[src/rtl/midi_note_dco_ctrl_if.sv]
// Byte stream in, DDS control out: the bus between the MIDI receiver, this parser and the oscillator.
interface midi_note_dco_ctrl_if;
  logic [7:0]  midi_byte;
  logic        midi_valid;
  logic [31:0] adder;
  logic        note_on;
  logic [6:0]  note;

  modport master (output midi_byte, midi_valid, input adder, note_on, note);
  modport slave  (input midi_byte, midi_valid, output adder, note_on, note);
endinterface

[src/rtl/midi_note_dco_ctrl.sv]
// Monophonic MIDI Note On/Off parser with running status, driving a DDS phase increment and gate.
// Build macro MIDI_OMNI_EN: accept note messages on every channel and ignore MIDI_CH.
module midi_note_dco_ctrl #(
  parameter logic [3:0] MIDI_CH = 4'd0
) (
  input  logic                clk,
  input  logic                rst_n,
  midi_note_dco_ctrl_if.slave bus
);

  localparam logic [1:0] ST_IDLE = 2'd0;
  localparam logic [1:0] ST_NOTE = 2'd1;
  localparam logic [1:0] ST_VEL  = 2'd2;
  localparam logic [1:0] ST_SKIP = 2'd3;

  // Top-octave increments (notes 120..131) for a 390 625 Hz accumulator update rate.
  function automatic logic [31:0] tone_table(input logic [3:0] semi);
    case (semi)
      4'd0:    tone_table = 32'd92051312;
      4'd1:    tone_table = 32'd97524968;
      4'd2:    tone_table = 32'd103324105;
      4'd3:    tone_table = 32'd109468076;
      4'd4:    tone_table = 32'd115977386;
      4'd5:    tone_table = 32'd122873760;
      4'd6:    tone_table = 32'd130180214;
      4'd7:    tone_table = 32'd137921133;
      4'd8:    tone_table = 32'd146122350;
      4'd9:    tone_table = 32'd154811237;
      4'd10:   tone_table = 32'd164016792;
      4'd11:   tone_table = 32'd173769738;
      default: tone_table = 32'd0;
    endcase
  endfunction

  // note / 12 as a compare chain against the octave boundaries.
  function automatic logic [3:0] octave_of(input logic [6:0] n);
    octave_of = 4'd0;
    for (int i = 1; i <= 10; i++) begin
      if (n >= 7'(12 * i)) octave_of = 4'(i);
    end
  endfunction

  function automatic logic [3:0] semitone_of(input logic [6:0] n, input logic [3:0] oct);
    semitone_of = 4'(n - 7'(oct) * 7'd12);
  endfunction

  logic [1:0]  state_q, state_d;
  logic        run_on_q, run_on_d;
  logic [6:0]  pend_q, pend_d;
  logic [6:0]  note_q, note_d;
  logic        note_on_q, note_on_d;
  logic        upd_q, upd_d;
  logic        split_vld_q;
  logic [3:0]  oct_q, semi_q;
  logic [31:0] adder_q;

  logic [7:0]  byte_w;
  logic        is_note_status;
  logic        ch_ok;

  assign byte_w         = bus.midi_byte;
  assign is_note_status = (byte_w[7:5] == 3'b100);
`ifdef MIDI_OMNI_EN
  assign ch_ok = 1'b1;
`else
  assign ch_ok = (byte_w[3:0] == MIDI_CH);
`endif

  always_comb begin
    // NOTE: every next-state signal takes its held value first, so no branch can infer a latch.
    state_d   = state_q;
    run_on_d  = run_on_q;
    pend_d    = pend_q;
    note_d    = note_q;
    note_on_d = note_on_q;
    upd_d     = 1'b0;
    if (bus.midi_valid) begin
      if (byte_w[7]) begin
        // Real-time bytes (0xF8-0xFF) may interleave anywhere and leave the parser untouched.
        if (byte_w[7:3] != 5'b11111) begin
          if (byte_w[7:4] == 4'hF) begin
            state_d  = ST_IDLE;
            run_on_d = 1'b0;
          end else if (is_note_status && ch_ok) begin
            state_d  = ST_NOTE;
            run_on_d = byte_w[4];
          end else begin
            state_d  = ST_SKIP;
          end
        end
      end else begin
        case (state_q)
          ST_NOTE: begin
            pend_d  = byte_w[6:0];
            state_d = ST_VEL;
          end
          ST_VEL: begin
            state_d = ST_NOTE;
            if (run_on_q && (byte_w[6:0] != 7'd0)) begin
              note_d    = pend_q;
              note_on_d = 1'b1;
              upd_d     = 1'b1;
            end else if ((pend_q == note_q) && note_on_q) begin
              note_on_d = 1'b0;
            end
          end
          default: ;
        endcase
      end
    end
  end

  // NOTE: non-blocking assignments throughout, so each pipeline stage samples the pre-edge value
  //       of the stage before it and back-to-back notes stay in order.
  always_ff @(posedge clk or negedge rst_n) begin
    if (!rst_n) begin
      state_q     <= ST_IDLE;
      run_on_q    <= 1'b0;
      pend_q      <= 7'd0;
      note_q      <= 7'd0;
      note_on_q   <= 1'b0;
      upd_q       <= 1'b0;
      split_vld_q <= 1'b0;
      oct_q       <= 4'd0;
      semi_q      <= 4'd0;
      adder_q     <= 32'd0;
    end else begin
      state_q     <= state_d;
      run_on_q    <= run_on_d;
      pend_q      <= pend_d;
      note_q      <= note_d;
      note_on_q   <= note_on_d;
      upd_q       <= upd_d;
      split_vld_q <= upd_q;
      if (upd_q) begin
        oct_q  <= octave_of(note_q);
        semi_q <= semitone_of(note_q, octave_of(note_q));
      end
      if (split_vld_q) adder_q <= tone_table(semi_q) >> (4'd10 - oct_q);
    end
  end

  assign bus.adder   = adder_q;
  assign bus.note_on = note_on_q;
  assign bus.note    = note_q;

endmodule

[src/flat_wrapper.sv]
// flat-port wrapper written by rule: the top's interface ports become plain ports
module midi_note_dco_ctrl_flat 
#(
  parameter logic [3:0] MIDI_CH = 4'd0
)
  (clk, rst_n, bus_midi_byte, bus_midi_valid, bus_adder, bus_note_on, bus_note);
  midi_note_dco_ctrl_if bus_i ();
  input  logic clk;
  input  logic rst_n;
  input wire logic [$bits(bus_i.midi_byte)-1:0] bus_midi_byte;
  input wire logic [$bits(bus_i.midi_valid)-1:0] bus_midi_valid;
  output wire logic [$bits(bus_i.adder)-1:0] bus_adder;
  output wire logic [$bits(bus_i.note_on)-1:0] bus_note_on;
  output wire logic [$bits(bus_i.note)-1:0] bus_note;
  assign bus_i.midi_byte = bus_midi_byte;
  assign bus_i.midi_valid = bus_midi_valid;
  assign bus_adder = bus_i.adder;
  assign bus_note_on = bus_i.note_on;
  assign bus_note = bus_i.note;
  midi_note_dco_ctrl #(.MIDI_CH(MIDI_CH)) u_core (.clk(clk), .rst_n(rst_n), .bus(bus_i));
endmodule
[config.mk]
export PLATFORM = sky130hd
export DESIGN_NAME = midi_note_dco_ctrl_flat
export DESIGN_NICKNAME = d
export VERILOG_FILES = /design/src/rtl/midi_note_dco_ctrl_if.sv /design/src/rtl/midi_note_dco_ctrl.sv /design/src/flat_wrapper.sv
export SDC_FILE = /design/constraint.sdc
export NUM_CORES = 1
export LEC_CHECK = 0
export ABC_AREA = 1
export CORE_UTILIZATION = 51
export CTS_CLUSTER_DIAMETER = 200
export CTS_CLUSTER_SIZE = 16
export DETAILED_ROUTE_END_ITERATION = 6
export GPL_ROUTABILITY_DRIVEN = 0
export PLACE_DENSITY = 0.89
export SKIP_CTS_REPAIR_TIMING = 1
export SYNTH_ARGS = -nofsm -noshare
export SYNTH_HDL_FRONTEND = slang
export SYNTH_SLANG_ARGS = --single-unit
export TNS_END_PERCENT = 50
[constraint.sdc]
create_clock -name clk -period 2 [get_ports clk]
set_clock_uncertainty 0.1 [all_clocks]
set_input_delay 0.4 -clock clk [delete_from_list [all_inputs] [get_ports clk]]
set_output_delay 0.4 -clock clk [all_outputs]
set_load 0.01 [all_outputs]
==> impl_metrics.json <==
{
  "status": "complete, but fails checks",
  "violations": "setup timing",
  "grt_pass1_vias": 4298,
  "power.net_switching_w": 0.004040,
  "period_share_pct": 103.9,
  "ys_seq_area_share_pct": 33.25,
  "yosys.area.top_type_share_pct": 33.25,
  "post_synth_num_cell_types": 34,
  "critPathArrivalTime_ns": 2.24,
  "grt-ovfl-total": 0,
  "pre_cts_slack_ns": -0.1872,
  "ys_seq_elements": 56,
  "crit_family": "simple AND/OR/NAND/NOR gates",
  "rsz0062_at_grt": "yes",
  "start_util_pct": 53.70,
  "avgSynthCellArea_um2": 7.059,
  "async_flop_share_pct": 100.0,
  "dominantRegCellSynth": "dfrtp_1",
  "die-area_um2": 8630,
  "grt_pass1_wl_mm": 19.99,
  "syn-instance-count": 597,
  "boundaryPins": 51,
  "grt_max_degree": 57,
  "crit_path_frequent_cell": "nand2_1",
  "clkLatencyLatePin_ns": 0.32,
  "path_buf_inv": 1,
  "avgRoutedWirePerCell_um": 16.57,
  "crit_path_top_delay_cell": "dfrtp_2",
  "power.density_nw_per_um2": 1556,
  "synth_compound_area_share_pct": 5.048,
  "relSlewSlack_pct": 43.37,
  "cap_violations": 0,
  "drv_slew": 0,
  "grtUsageTotal_pct": 28.70,
  "clk_pin_slew_worst_paths_ns": 0.11,
  "core-area_um2": 7848,
  "critPathMaxFanout": 7,
  "vias": 4628,
  "cts_sinks": 56,
  "setup_viol": 1,
  "antenna_left": 0,
  "drc_errors": 0,
  "synth_xor_area_share_pct": 2.078,
  "layout_commonest_cell": "nand3_1",
  "clkPwrFrac_pct": 8.7,
  "end_kind": "flop",
  "ir_worst_vdd_mv": 0.6996,
  "cts_inserted_buffers": 5,
  "row_count": 32,
  "ys_top_cells_by_area": "dfrtp_1 33%, nand3_1 23%, nand2_1 14%",
  "combPwrFrac_pct": 67.3,
  "finalHoldViolCount": 0,
  "fillers": 671,
  "synth_top_cell_by_area": "dfrtp_1",
  "io_buffers": 46,
  "antenna_found_initial": 0,
  "worst_pin_slew_ns": 0.8485,
  "tritoncts": "yes",
  "h-tree-depth": 2,
  "p_leak_nw": 2.411,
  "synth-simple-area-share_pct": 47.36,
  "final_cell_mix": "188 x nand3_1, 151 x nand2_1, 52 x dfrtp_1, 44 x clkdlybuf4s50_1, 30 x buf_4",
  "area_growth_pct": 19.54,
  "clock.fmax_ghz": 0.4811,
  "dp_hpwl_mm": 8.511,
  "switching_share_pct": 51.53,
  "path_cells": "nor2_2 -> nand2_1 -> nand2_1 -> nand2_1 -> nand2_1 -> nand2_1 -> nand2_2 -> nand2_2 -> ha_4 -> xnor2_2 -> nand3b_1 -> nand2_1 -> inv_1 -> nand2_1 -> nand3_1 -> nand2_1",
  "slowest_delay_ns": 0.49,
  "crit_type": "reg -> reg",
  "p_int_w": 0.003800,
  "hold_path_class": "reg -> reg",
  "final_util_pct": 64.19,
  "layout-drive-gt1-share_pct": 16.15,
  "first_pass_iters": 6,
  "muxShareOfSynthArea_pct": 0,
  "layout.nets": 670,
  "synth_adder_area_share_pct": 2.969,
  "min_period_ns": 2.078,
  "routed_wl_mm": 12.46,
  "syn_area_um2": 4214,
  "cts_buffer_depth": 2,
  "yosysWarnings": 0,
  "cp-start-kind": "flop",
  "via_per_inst": 6.154,
  "synth_top_family_by_area": "simple AND/OR/NAND/NOR gates",
  "drt_iter0_drc": 481,
  "dieHeight_um": 92.90,
  "p_total_w": 0.007840,
  "die_width_um": 92.90,
  "antennaDiodeCount": 0,
  "synth_edf_count": 0,
  "fin_ws_ns": -0.07842,
  "p_seq_share_pct": 24.0,
  "cts_root_buf": "clkbuf_8",
  "worstPathRequired_ns": 2.16
}
cells by family after synthesis:
kind of cell             Yosys count
AND/OR/NAND/NOR                  407
AO/OA/AOI/OAI                     38
adder cells (fa/ha/maj)           10
XOR/XNOR                          10
buffers and inverters             75
flip-flops                        56
other                              1
power groups by stage:
stage / clock (W) / combinational (W) / sequential [W]
CTS: 0.000680 / 0.00477 / 0.00185
global route: 0.000742 / 0.00582 / 0.00193
global placement: 0 / 0.00460 / 0.00184
finish: 0.000684 / 0.00527 / 0.00188
detailed placement: 0 / 0.00473 / 0.00186
floorplan: 0 / 0.00338 / 0.00186
synth_stat cells, types with 3 or more instances:
cell type and count:
dfrtp_1 56, clkbuf_1 3, xor2_1 7, nand3_4 3
o21ai_1 3, buf_4 11, buf_2 18, nand2_4 3
nand3_2 16, nand3_1 191, nor2_1 13, nand2_1 158
xnor2_1 3, buf_6 5, nand4_1 12, inv_2 5
inv_1 30, ha_1 10, nand2_2 3, o21ai_0 26
routing by layer:
| layer | global-route usage (%) | part of all wire, % |
|---|---|---|
| met5 | 0 | 0 |
| met2 | 47.79 | 50 |
| met3 | 4.762 | 8.4 |
| met1 | 36.62 | 38 |
| met4 | 12.31 | 3.6 |
per-stage QoR:
stage | cells | hold slack [ns] | cell area (um^2) | setup TNS [ns]
2_1_floorplan | 600 | 0.004409 | 4228 | 0
3_3_place_gp | 736 | 0.3227 | 4795 | 0
3_5_place_dp | 736 | 0.3248 | 4795 | -2.391
4_1_cts | 744 | -0.02594 | 4888 | -3.827
5_1_grt | 752 | 0.4340 | 5037 | -0.6236
6_report | 752 | 0.4046 | 5037 | -0.07842
worst paths after layout:
check	startpoint	to	slack [ns]	cells after the start
worst max-delay path	u_core.bus.note[3]	u_core.semi_q[3]	-0.08	16
worst min-delay path	u_core.bus.adder[20]	u_core.bus.adder[20]	0.40	2
worst max register to register	u_core.bus.note[3]	u_core.semi_q[3]	-0.08	16
worst min register to register	u_core.bus.adder[20]	u_core.bus.adder[20]	0.40	2
max in group asynchronous	rst_n	u_core.bus.note[3]	1.03	3
min in group asynchronous	rst_n	u_core.bus.adder[8]	0.49	3
registers in the layout, indices dropped and copies added (netlist names):
name / cells
u_core.split_vld_q: 1
u_core.bus.note_on: 1
u_core.upd_q: 1
u_core.bus.adder: 28
u_core.oct_q: 4
u_core.run_on_q: 1
u_core.state_q: 2
u_core.pend_q: 7
u_core.bus.note: 7
u_core.semi_q: 4
worst register-to-register path, cell delays in order, from the launching register on:
cell,delay (ns)
dfrtp_2,0.49
nor2_2,0.13
nand2_1,0.07
nand2_1,0.06
nand2_1,0.05
nand2_1,0.06
nand2_1,0.05
nand2_2,0.08
nand2_2,0.08
ha_4,0.17
xnor2_2,0.13
nand3b_1,0.16
nand2_1,0.10
inv_1,0.06
nand2_1,0.08
nand3_1,0.08
nand2_1,0.09
layout make-up:
type | instances | area (um^2) | area share, %
tap | 102 | 127.6 | 2.534
inverter | 37 | 146.4 | 2.906
sequential | 56 | 1406 | 27.92
timing repair buffer | 80 | 744.5 | 14.78
multi-input combinational | 469 | 2519 | 50.00
clock buffer | 5 | 68.82 | 1.366
clock inverter | 3 | 25.02 | 0.4968
Power figures use the tool's default switching activity.
